## config.mk

```make
export PLATFORM = sky130hd
export DESIGN_NAME = sum_sequencer
export DESIGN_NICKNAME = d
export VERILOG_FILES = /design/src/rtl/sum_seq_pkg.sv /design/src/rtl/sum_acc.sv /design/src/rtl/sum_sequencer.sv
export SDC_FILE = /design/constraint.sdc
export NUM_CORES = 1
export LEC_CHECK = 0
export CELL_PAD_IN_SITES_DETAIL_PLACEMENT = 0
export CELL_PAD_IN_SITES_GLOBAL_PLACEMENT = 1
export CORE_MARGIN = 2
export CORE_UTILIZATION = 41
export CTS_BUF_LIST = sky130_fd_sc_hd__clkbuf_16
export CTS_CLUSTER_SIZE = 12
export DETAILED_ROUTE_END_ITERATION = 16
export GPL_TIMING_DRIVEN = 0
export MAX_ROUTING_LAYER = met4
export PLACE_DENSITY = 0.83
export SLEW_MARGIN = 30
export SYNTH_ARGS = -nofsm -noshare
export SYNTH_HDL_FRONTEND = slang
export SYNTH_SLANG_ARGS = --single-unit
```

## constraint.sdc

```tcl
create_clock -name clk -period 2.8 [get_ports clk]
set_clock_uncertainty 0.05 [all_clocks]
set_input_delay 0.42 -clock clk [delete_from_list [all_inputs] [get_ports clk]]
set_output_delay 0.42 -clock clk [all_outputs]
set_load 0.01 [all_outputs]
```

## src/rtl/sum_seq_pkg.sv

```systemverilog
// Shared types and constants for the serial operand summer.
// SUM_W is derived here so every file agrees on the result width.
package sum_seq_pkg;

    localparam int DEF_BITSIZE      = 4;
    localparam int DEF_NUM_OPERANDS = 10;
    localparam int CNT_W            = 4;
    localparam int SUM_GUARD        = 4;

    typedef enum logic [1:0] {
        IDLE,
        ACCUM,
        DONE
    } state_t;

    typedef logic [CNT_W-1:0] cnt_t;

    // Four guard bits cover up to 16 full-scale operands.
    function automatic int sum_w(input int bitsize);
        return bitsize + SUM_GUARD;
    endfunction

endpackage

```

## src/rtl/sum_acc.sv

```systemverilog
// Shared accumulator: one adder feeding one SUM_W register.
// The sum output is the combinational acc + addend.
module sum_acc
    import sum_seq_pkg::*;
#(
    parameter int BITSIZE = DEF_BITSIZE,
    parameter int SUM_W   = sum_w(DEF_BITSIZE)
) (
    input  logic               clk,
    input  logic               rst,
    input  logic               clr,
    input  logic               en,
    input  logic [BITSIZE-1:0] addend,
    output logic [SUM_W-1:0]   sum
);

    logic [SUM_W-1:0] acc;

    assign sum = acc + SUM_W'(addend);

    always_ff @(posedge clk) begin
        if (rst) begin
            acc <= '0;
        end else if (clr) begin
            acc <= '0;
        end else if (en) begin
            acc <= sum;
        end
    end

endmodule

```

## src/rtl/sum_sequencer.sv

```systemverilog
// Streams NUM_OPERANDS operands through one adder and hands out the sum.
// Define SUM_SEQ_ABORT_EN to add the abort input.
module sum_sequencer
    import sum_seq_pkg::*;
#(
    parameter int BITSIZE      = DEF_BITSIZE,
    parameter int NUM_OPERANDS = DEF_NUM_OPERANDS,
    localparam int SUM_W       = sum_w(BITSIZE)
) (
    input  logic               clk,
    input  logic               rst,
    input  logic               start,
    input  logic               in_valid,
    input  logic [BITSIZE-1:0] in_data,
    output logic               in_ready,
    output logic               busy,
    output logic               out_valid,
    output logic [SUM_W-1:0]   out_sum,
    input  logic               out_ready
`ifdef SUM_SEQ_ABORT_EN
    ,
    input  logic               abort
`endif
);

    state_t           state;
    state_t           state_nx;
    cnt_t             count;
    logic             xfer;
    logic             last;
    logic             kill;
    logic             acc_clr;
    logic             acc_en;
    logic [SUM_W-1:0] sum;

`ifdef SUM_SEQ_ABORT_EN
    assign kill = abort && (state != IDLE);
`else
    assign kill = 1'b0;
`endif

    assign xfer    = in_valid && in_ready;
    assign last    = (count == cnt_t'(NUM_OPERANDS - 1));
    assign acc_clr = ((state == IDLE) && start) || kill;
    assign acc_en  = xfer && !kill;

    always_ff @(posedge clk) begin
        if (rst) begin
            state <= IDLE;
        end else begin
            state <= state_nx;
        end
    end

    always_comb begin
        state_nx = state;
        unique case (state)
            IDLE: begin
                if (start) begin
                    state_nx = ACCUM;
                end
            end
            ACCUM: begin
                if (xfer && last) begin
                    state_nx = DONE;
                end
            end
            DONE: begin
                if (out_ready) begin
                    state_nx = IDLE;
                end
            end
            default: state_nx = IDLE;
        endcase
        if (kill) begin
            state_nx = IDLE;
        end
    end

    always_comb begin
        in_ready = 1'b0;
        busy     = 1'b1;
        unique case (1'b1)
            (state == IDLE):  busy     = 1'b0;
            (state == ACCUM): in_ready = 1'b1;
            default:          ;
        endcase
    end

    always_ff @(posedge clk) begin
        if (rst) begin
            count <= '0;
        end else if (acc_clr) begin
            count <= '0;
        end else if (acc_en) begin
            count <= count + cnt_t'(1);
        end
    end

    // The final operand bypasses the register so the result is ready
    // on the same edge that completes the job.
    always_ff @(posedge clk) begin
        if (rst) begin
            out_valid <= 1'b0;
            out_sum   <= '0;
        end else if (kill) begin
            out_valid <= 1'b0;
        end else if (xfer && last) begin
            out_valid <= 1'b1;
            out_sum   <= sum;
        end else if ((state == DONE) && out_ready) begin
            out_valid <= 1'b0;
        end
    end

    sum_acc #(
        .BITSIZE (BITSIZE),
        .SUM_W   (SUM_W)
    ) u_acc (
        .clk    (clk),
        .rst    (rst),
        .clr    (acc_clr),
        .en     (acc_en),
        .addend (in_data),
        .sum    (sum)
    );

endmodule
```

==> results.md, run 1 <==
- IO buf count: 19
- Final hold vios: 0
- Met3 routed WL: 133 um
- Commonest cells after routing, fill and taps aside: dfxtp_1 (23), clkdlybuf4s50_1 (19), nor2_1 (15), nand2_1 (14), a21oi_1 (10)
- Final setup violation count: 0
- Critical path type: in2reg
- Std cell rows: 19
- Die extent in y: 56.87 um
- Clock sinks: 23
- Top-level port count: 20
- Tightest Pin Transition: 0.6682 ns
- Synth Net Count: 145
- Vias in the first global route: 944
- Layout Area Growth over Synthesis: 26.97%
- # resized after CTS: 0
- Slew headroom: 0.5519
- Max VDD drop: 0.5487 mV
- WP data required: 2.93 ns
- Hold path endpoint: out_sum[4]
- F_max: 406.3 MHz
- First-pass GRT wire length: 4.222 mm
- Gr ovfl total: 0
- Netlist Area Pre-Place: 0.001146 mm2
- Clk slew on worst S/H paths: 0.06 ns
- HP Class: reg2reg
- Worst skew pair latency: 0.26 ns
- Die width: 56.87 um
- Hold path cells: 2
- CP Launch Type: primary input
- Cell variety after synth: 35
- Ant diodes: 0
- Top sig layer: met4
- Residual DRC: 0
- Leak pwr: 0.0005474 uW
- Final Max Slew Viols: 0
- Drt wl/cell: 13.20 um
- Core Util, Final: 0.5369
- Total Nets Final: 169
- Hpwl dp: 1.848 mm
- WL met2: 1.097 mm
- Tcrit/Tclk final: 0.8790
- Routed wire length: 2.416 mm
- H-tree levels: 1
- Max_cap viols: 0
- #FFs+latches synth: 23
- Total track usage: 0.1686
- CP max FO: 5
- Final setup margin: 0.3387 ns
- Final min period: 2.461 ns
- Hold buffers post-CTS: 0
- CTS tree: built
- Share of layout cells above drive strength 1: 0.07895
- R2r worst-path depth: 6
- Clk buf depth: 2
- Postcts setup bufs: 0
- CP Capture Type: flop
- Reg2reg end: out_sum[6]
- DR vias: 970
- Status: complete, no violations
- Avg Synthesized Cell Area: 8.884 um2
- Master cell of the clock root buffer: clkbuf_16
- Hold Path Origin: out_sum[4]
- Power per cell area: 488.9 mW/mm2
- Sequential area share after synthesis: 0.4017
- Via density: 5.301
- Initial DRC Count: 31
- Die ar.: 0.003234 mm2
- Pre-CTS setup slack: 0.1248 ns
- Routed Antenna Nets: 0
- Critical path arrival: 2.59 ns
- CTS buffer count: 3
- RSZ-0062 raised after global routing: no
- Mapped Cells: 129
- Synth Warn #: 0
- Drt first pass iters: 4
- Core area: 0.002710 mm2
- Pin count of the biggest net entering global routing: 14
- Initial Util: 0.4229
- Antenna violations before repair: 0
- Setup slack, reg-to-reg: 0.62 ns
- Worst r2r src: u_acc.acc[0]
- Most common cell after layout, fill and taps aside: dfxtp_1
- DRT met1 WL: 1.166 mm
- GPL Wtd Cong: 0.8442
- Setup TNS: 0 ns
[metal layers]
layer  global-route usage  up-vias
met5                    -        -
met4              0.01993        0
met3              0.05300        4
met2               0.2774       26
met1               0.2105      436
li1                     -      504
[flip-flops by register name (all words and copies together) (netlist names)]
register / count
out_sum: 8
state: 2
out_valid: 1
u_acc.acc: 8
count: 4
[cell usage after synthesis]
| library cell | n | area [um2] |
|---|---|---|
| a211oi_1 | 8 | 60.06 |
| a21bo_2 | 1 | 10.01 |
| a21o_1 | 3 | 22.52 |
| a21oi_1 | 10 | 50.05 |
| a221o_1 | 1 | 10.01 |
| a311oi_1 | 1 | 8.760 |
| a31oi_1 | 1 | 6.260 |
| and2_0 | 1 | 6.260 |
| and3_1 | 2 | 12.51 |
| and3b_1 | 1 | 8.760 |
| buf_2 | 2 | 10.01 |
| buf_4 | 1 | 7.510 |
| buf_6 | 1 | 11.26 |
| clkbuf_1 | 2 | 7.510 |
| dfxtp_1 | 23 | 460.4 |
| fa_1 | 1 | 20.02 |
| ha_1 | 6 | 75.07 |
| inv_1 | 2 | 7.510 |
| nand2_1 | 14 | 52.55 |
| nand3_1 | 1 | 5.000 |
| nand3b_1 | 2 | 15.01 |
| nand3b_4 | 1 | 20.02 |
| nand4_1 | 2 | 12.51 |
| nor2_1 | 15 | 56.30 |
| nor2b_1 | 1 | 6.260 |
| nor3_1 | 4 | 20.02 |
| nor3_2 | 1 | 10.01 |
| nor4_1 | 2 | 12.51 |
| o21a_1 | 1 | 7.510 |
| o21ai_0 | 4 | 20.02 |
| o21ba_1 | 1 | 10.01 |
| or3_1 | 4 | 25.02 |
| or3b_2 | 1 | 8.760 |
| xnor2_1 | 6 | 52.55 |
| xor2_1 | 2 | 17.52 |
[cells by family after synthesis]
family,synth area share
xor+xnor,0.06114
flops,0.4017
fa+ha+maj,0.08297
simple gates,0.2369
buf+inv,0.03822
compound gates,0.1791
[where the power goes]
| part | switching, uW | internal, uW |
|---|---|---|
| Combinational | 35.8 | 30.5 |
| Sequential | 4.63 | 332 |
| Clock | 117 | 192 |
| Total | 157 | 554 |
[area by class of cell]
cell class	instances	area, um2
flip-flops and latches	23	460.4
multi-input cells	98	641.9
well taps	31	38.79
clock inverters	1	5.005
clock buffers	3	75.07
plain buffers	6	36.28
repair buffers	19	190.2
inverters	2	7.507
fillers	272	1255
[stage by stage]
stage,hold WS [ns],cell area (um2),std cells,power [uW]
6_report,0.3975,1455,183,711.5
3_3_place_gp,0.3924,1375,179,407.9
3_5_place_dp,0.3954,1375,179,409.6
4_1_cts,0.4023,1455,183,720.7
5_1_grt,0.4233,1455,183,743.6
2_1_floorplan,0.3900,1146,129,380.5
[worst max-delay path by stage]
stage                           from         end  slack [ns]  cells after the start
final                     in_data[0]  out_sum[6]        0.34                      7
after global routing      in_data[0]  out_sum[6]        0.20                      7
after CTS                 in_data[0]  out_sum[6]        0.37                      7
after detailed placement  in_data[0]  out_sum[6]        0.12                      7
after global placement    in_data[0]  out_sum[6]        0.17                      7
after floorplan           in_data[0]  out_sum[6]        0.77                      6
[critical path, stage by stage]
cell,delay [ns]
clkdlybuf4s50_1,0.40
ha_1,0.25
fa_1,0.43
a211oi_1,0.59
nor3_1,0.14
xnor2_1,0.15
a211oi_1,0.21
Note: power is estimated with default switching activity, not from simulation.
==> run 2, diff against run 1 <==
--- a/config.mk
+++ b/config.mk
@@ -5,16 +5,18 @@
 export SDC_FILE = /design/constraint.sdc
 export NUM_CORES = 1
 export LEC_CHECK = 0
+export CAP_MARGIN = 30
 export CELL_PAD_IN_SITES_DETAIL_PLACEMENT = 0
 export CELL_PAD_IN_SITES_GLOBAL_PLACEMENT = 1
 export CORE_MARGIN = 2
 export CORE_UTILIZATION = 41
 export CTS_BUF_LIST = sky130_fd_sc_hd__clkbuf_16
-export CTS_CLUSTER_SIZE = 12
+export CTS_CLUSTER_SIZE = 8
 export DETAILED_ROUTE_END_ITERATION = 16
 export GPL_TIMING_DRIVEN = 0
 export MAX_ROUTING_LAYER = met4
 export PLACE_DENSITY = 0.83
+export SETUP_SLACK_MARGIN = 0.15
 export SLEW_MARGIN = 30
 export SYNTH_ARGS = -nofsm -noshare
 export SYNTH_HDL_FRONTEND = slang
==> results of run 2 <==
No change in the layout: final DEF, timing and power equal those of run 1.
==> run 3, diff against run 2 <==
--- a/config.mk
+++ b/config.mk
@@ -9,15 +9,17 @@
 export CELL_PAD_IN_SITES_DETAIL_PLACEMENT = 0
 export CELL_PAD_IN_SITES_GLOBAL_PLACEMENT = 1
 export CORE_MARGIN = 2
-export CORE_UTILIZATION = 41
+export CORE_UTILIZATION = 43
 export CTS_BUF_LIST = sky130_fd_sc_hd__clkbuf_16
+export CTS_CLUSTER_DIAMETER = 60
 export CTS_CLUSTER_SIZE = 8
 export DETAILED_ROUTE_END_ITERATION = 16
 export GPL_TIMING_DRIVEN = 0
 export MAX_ROUTING_LAYER = met4
-export PLACE_DENSITY = 0.83
+export PLACE_DENSITY = 0.84
 export SETUP_SLACK_MARGIN = 0.15
 export SLEW_MARGIN = 30
 export SYNTH_ARGS = -nofsm -noshare
 export SYNTH_HDL_FRONTEND = slang
+export SYNTH_HIERARCHICAL = 1
 export SYNTH_SLANG_ARGS = --single-unit
==> results.md, run 3 <==
- Status: complete, no violations (unchanged)
- Vias in the first global route: 920 (was 944)
- Max VDD drop: 0.3283 mV (was 0.5487 mV)
- Critical path type: in2reg (unchanged)
- Cell variety after synth: 32 (was 35)
- #FFs+latches synth: 23 (unchanged)
- Netlist Area Pre-Place: 0.001260 mm2 (was 0.001146 mm2)
- Area contributors post-synth: dfxtp_1 (37%), nand2b_1 (9.4%), mux2i_1 (7.9%) (was dfxtp_1 (40%), ha_1 (6.6%), a211oi_1 (5.2%))
- Hold path cells: 2 (unchanged)
- Sequential area share after synthesis: 0.3654 (was 0.4017)
- Critical Path Max Stage Delay: 0.46 ns (was 0.59 ns)
- Initial Util: 0.4530 (was 0.4229)
- Std cell rows: 19 (unchanged)
- Max_cap viols: 0 (unchanged)
- Layout Area Growth over Synthesis: 24.43% (was 26.97%)
- Power per cell area: 457.7 mW/mm2 (was 488.9 mW/mm2)
- WP data required: 2.94 ns (was 2.93 ns)
- DR vias: 993 (was 970)
- Clk slew on worst S/H paths: 0.06 ns (about the same)
- Gr ovfl total: 0 (unchanged)
- Pin count of the biggest net entering global routing: 13 (was 14)
- Tcrit/Tclk final: 0.7887 (was 0.8790)
- # resized after CTS: 0 (unchanged)
- Total track usage: 0.1655 (was 0.1686)
- Synth Net Count: 154 (was 145)
- Commonest cells after routing, fill and taps aside: dfxtp_1 (23), nand2b_1 (19), clkdlybuf4s50_1 (19), mux2i_1 (10), nor2_1 (10) (was dfxtp_1 (23), clkdlybuf4s50_1 (19), nor2_1 (15), nand2_1 (14), a21oi_1 (10))
- Setup TNS: 0 ns (unchanged)
- Final setup violation count: 0 (unchanged)
- Clk buf depth: 2 (unchanged)
- Hpwl dp: 1.852 mm (was 1.848 mm)
- Tightest Pin Transition: 0.4855 ns (was 0.6682 ns)
- Final Max Slew Viols: 0 (unchanged)
- H-tree levels: 1 (unchanged)
- Largest regs: out_sum x8, u_acc/acc x8, count x4 (was out_sum x8, u_acc.acc x8, count x4)
- Drt wl/cell: 12.60 um (was 13.20 um)
- Routed Antenna Nets: 0 (unchanged)
- Worst skew pair latency: 0.26 ns (about the same)
- Final hold vios: 0 (unchanged)
- Antenna violations before repair: 0 (unchanged)
- Core area: 0.002781 mm2 (was 0.002710 mm2)
- First-pass GRT wire length: 4.071 mm (was 4.222 mm)
- Post-synth EDFFs: 0 (unchanged)
- Yosys top cell area share: 0.3654 (was 0.4017)
- Synth Warn #: 6 (was 0)
- Async S/R FF share, synth: 0 (unchanged)
- F_max: 452.8 MHz (was 406.3 MHz)
- Final hold slack: 0.4147 ns (was 0.3975 ns)
- Hold Path Origin: u_acc/acc[3] (was out_sum[4])
- Avg Synthesized Cell Area: 9.130 um2 (was 8.884 um2)
- CP dominant cell by count: nand2b_1 (was a211oi_1)
- Die width: 58.13 um (was 56.87 um)
- Ys flop type: dfxtp_1 (unchanged)
- Master cell of the clock root buffer: clkbuf_16 (unchanged)
- Most common cell after layout, fill and taps aside: dfxtp_1 (unchanged)
- Final min period: 2.208 ns (was 2.461 ns)
- Slowest-stage cell, CP: clkdlybuf4s50_1 (was a211oi_1)
- Mapped Cells: 138 (was 129)
- Slew headroom: 0.6763 (was 0.5519)
- Critical path arrival: 2.35 ns (was 2.59 ns)
- Via density: 5.172 (was 5.301)
- Hold buffers post-CTS: 0 (unchanged)
- Die ar.: 0.003379 mm2 (was 0.003234 mm2)
- Postcts setup bufs: 0 (unchanged)
- Leak pwr: 0.0005695 uW (was 0.0005474 uW)
- CP max FO: 4 (was 5)
- Drt first pass iters: 4 (unchanged)
- Share of layout cells above drive strength 1: 0.09938 (was 0.07895)
- CP Capture Type: flop (unchanged)
- Setup slack, reg-to-reg: 0.87 ns (was 0.62 ns)
- Most common cell in the synthesized netlist: dfxtp_1 (unchanged)
- Reg2reg end: out_sum[6] (unchanged)
- Synth cell count leaders: dfxtp_1 (23), nand2b_1 (19), mux2i_1 (10), nor2_1 (10), a21oi_1 (9) (was dfxtp_1 (23), nor2_1 (15), nand2_1 (14))
- Worst-path cell chain: clkdlybuf4s50_1 > ha_1 > inv_1 > fa_1 > nand2b_1 > a211oi_1 > xor2_1 > nand2b_1 > mux2i_1 (was clkdlybuf4s50_1 > ha_1 > fa_1 > a211oi_1 > nor3_1 > xnor2_1 > a211oi_1)
- Clock sinks: 23 (unchanged)
- HP Class: reg2reg (unchanged)
- Residual DRC: 0 (unchanged)
- Ant diodes: 0 (unchanged)
- GPL Wtd Cong: 0.7594 (was 0.8442)
- Worst r2r src: u_acc/acc[0] (was u_acc.acc[0])
- Total Nets Final: 178 (was 169)
- Top-level port count: 20 (unchanged)
- CTS buffer count: 3 (unchanged)
- Hold path endpoint: u_acc/acc[3] (was out_sum[4])
- IO buf count: 19 (unchanged)
- Die extent in y: 58.13 um (was 56.87 um)
- CP Launch Type: primary input (unchanged)
- Routed wire length: 2.420 mm (was 2.416 mm)
- Initial DRC Count: 21 (was 31)
- R2r worst-path depth: 8 (was 6)
- CTS tree: built (unchanged)
- Biggest area consumer among synthesized cells: dfxtp_1 (unchanged)
- RSZ-0062 raised after global routing: no (unchanged)
run 3: metrics by stage:
stage	setup WS (ns)	utilization	area (um2)	cells	total power [uW]
after global routing	0.4712	0.5637	1568	192	745.5
after floorplan	0.9348	-	1260	138	391.4
after CTS	0.5710	0.5637	1568	192	727.4
after detailed placement	0.3098	0.5353	1489	188	419.7
after global placement	0.3570	0.5353	1489	188	417.0
final	0.5915	0.5637	1568	192	717.6
run 3: worst max path at each step:
stage                     startpoint          to  cells past startpoint
after floorplan           in_data[0]  out_sum[6]                      8
after global placement    in_data[0]  out_sum[6]                      9
after detailed placement  in_data[0]  out_sum[6]                      9
after CTS                 in_data[0]  out_sum[6]                      9
after global routing      in_data[0]  out_sum[6]                      9
final                     in_data[0]  out_sum[6]                      9
run 3: layer usage:
layer / vias up / wire length, um / track usage
met1: 444 / 1071 / 0.1832
li1: 511 / - / -
met2: 33 / 1143 / 0.2825
met4: 0 / 47 / 0.07973
met5: - / 0 / -
met3: 5 / 158 / 0.03348
run 3: kinds of logic (layout without fill, tap and decap cells):
logic type | after synthesis | count (layout) | share of synthesized area
buffers and inverters | 13 | 36 | 0.04767
XOR/XNOR | 8 | 8 | 0.05561
AND/OR/NAND/NOR | 53 | 53 | 0.2552
flip-flops | 23 | 23 | 0.3654
adder cells (fa/ha/maj) | 7 | 7 | 0.07547
multiplexers | 10 | 10 | 0.07945
AO/OA/AOI/OAI | 24 | 24 | 0.1212
run 3: worst max-delay path: cells and delay by family:
family,cells,cell delay [ns]
simple gates,2,0.29
compound gates,1,0.26
xor+xnor,1,0.17
fa+ha+maj,2,0.56
buf+inv,2,0.52
mux,1,0.12
run 3: report_power, final:
part / internal (uW) / switching (uW)
Clock: 191 / 114
Combinational: 38.9 / 37.3
Sequential: 332 / 4.67
Total: 561 / 156
run 3: final cells by class:
class,count,area [um2]
buffer,5,30.03
clock buffer,3,75.07
clock inverter,1,3.754
fill,271,1214
inverter,8,30.03
multi-input combinational,102,739.5
sequential,23,460.4
tap,31,38.79
timing repair buffer,19,190.2
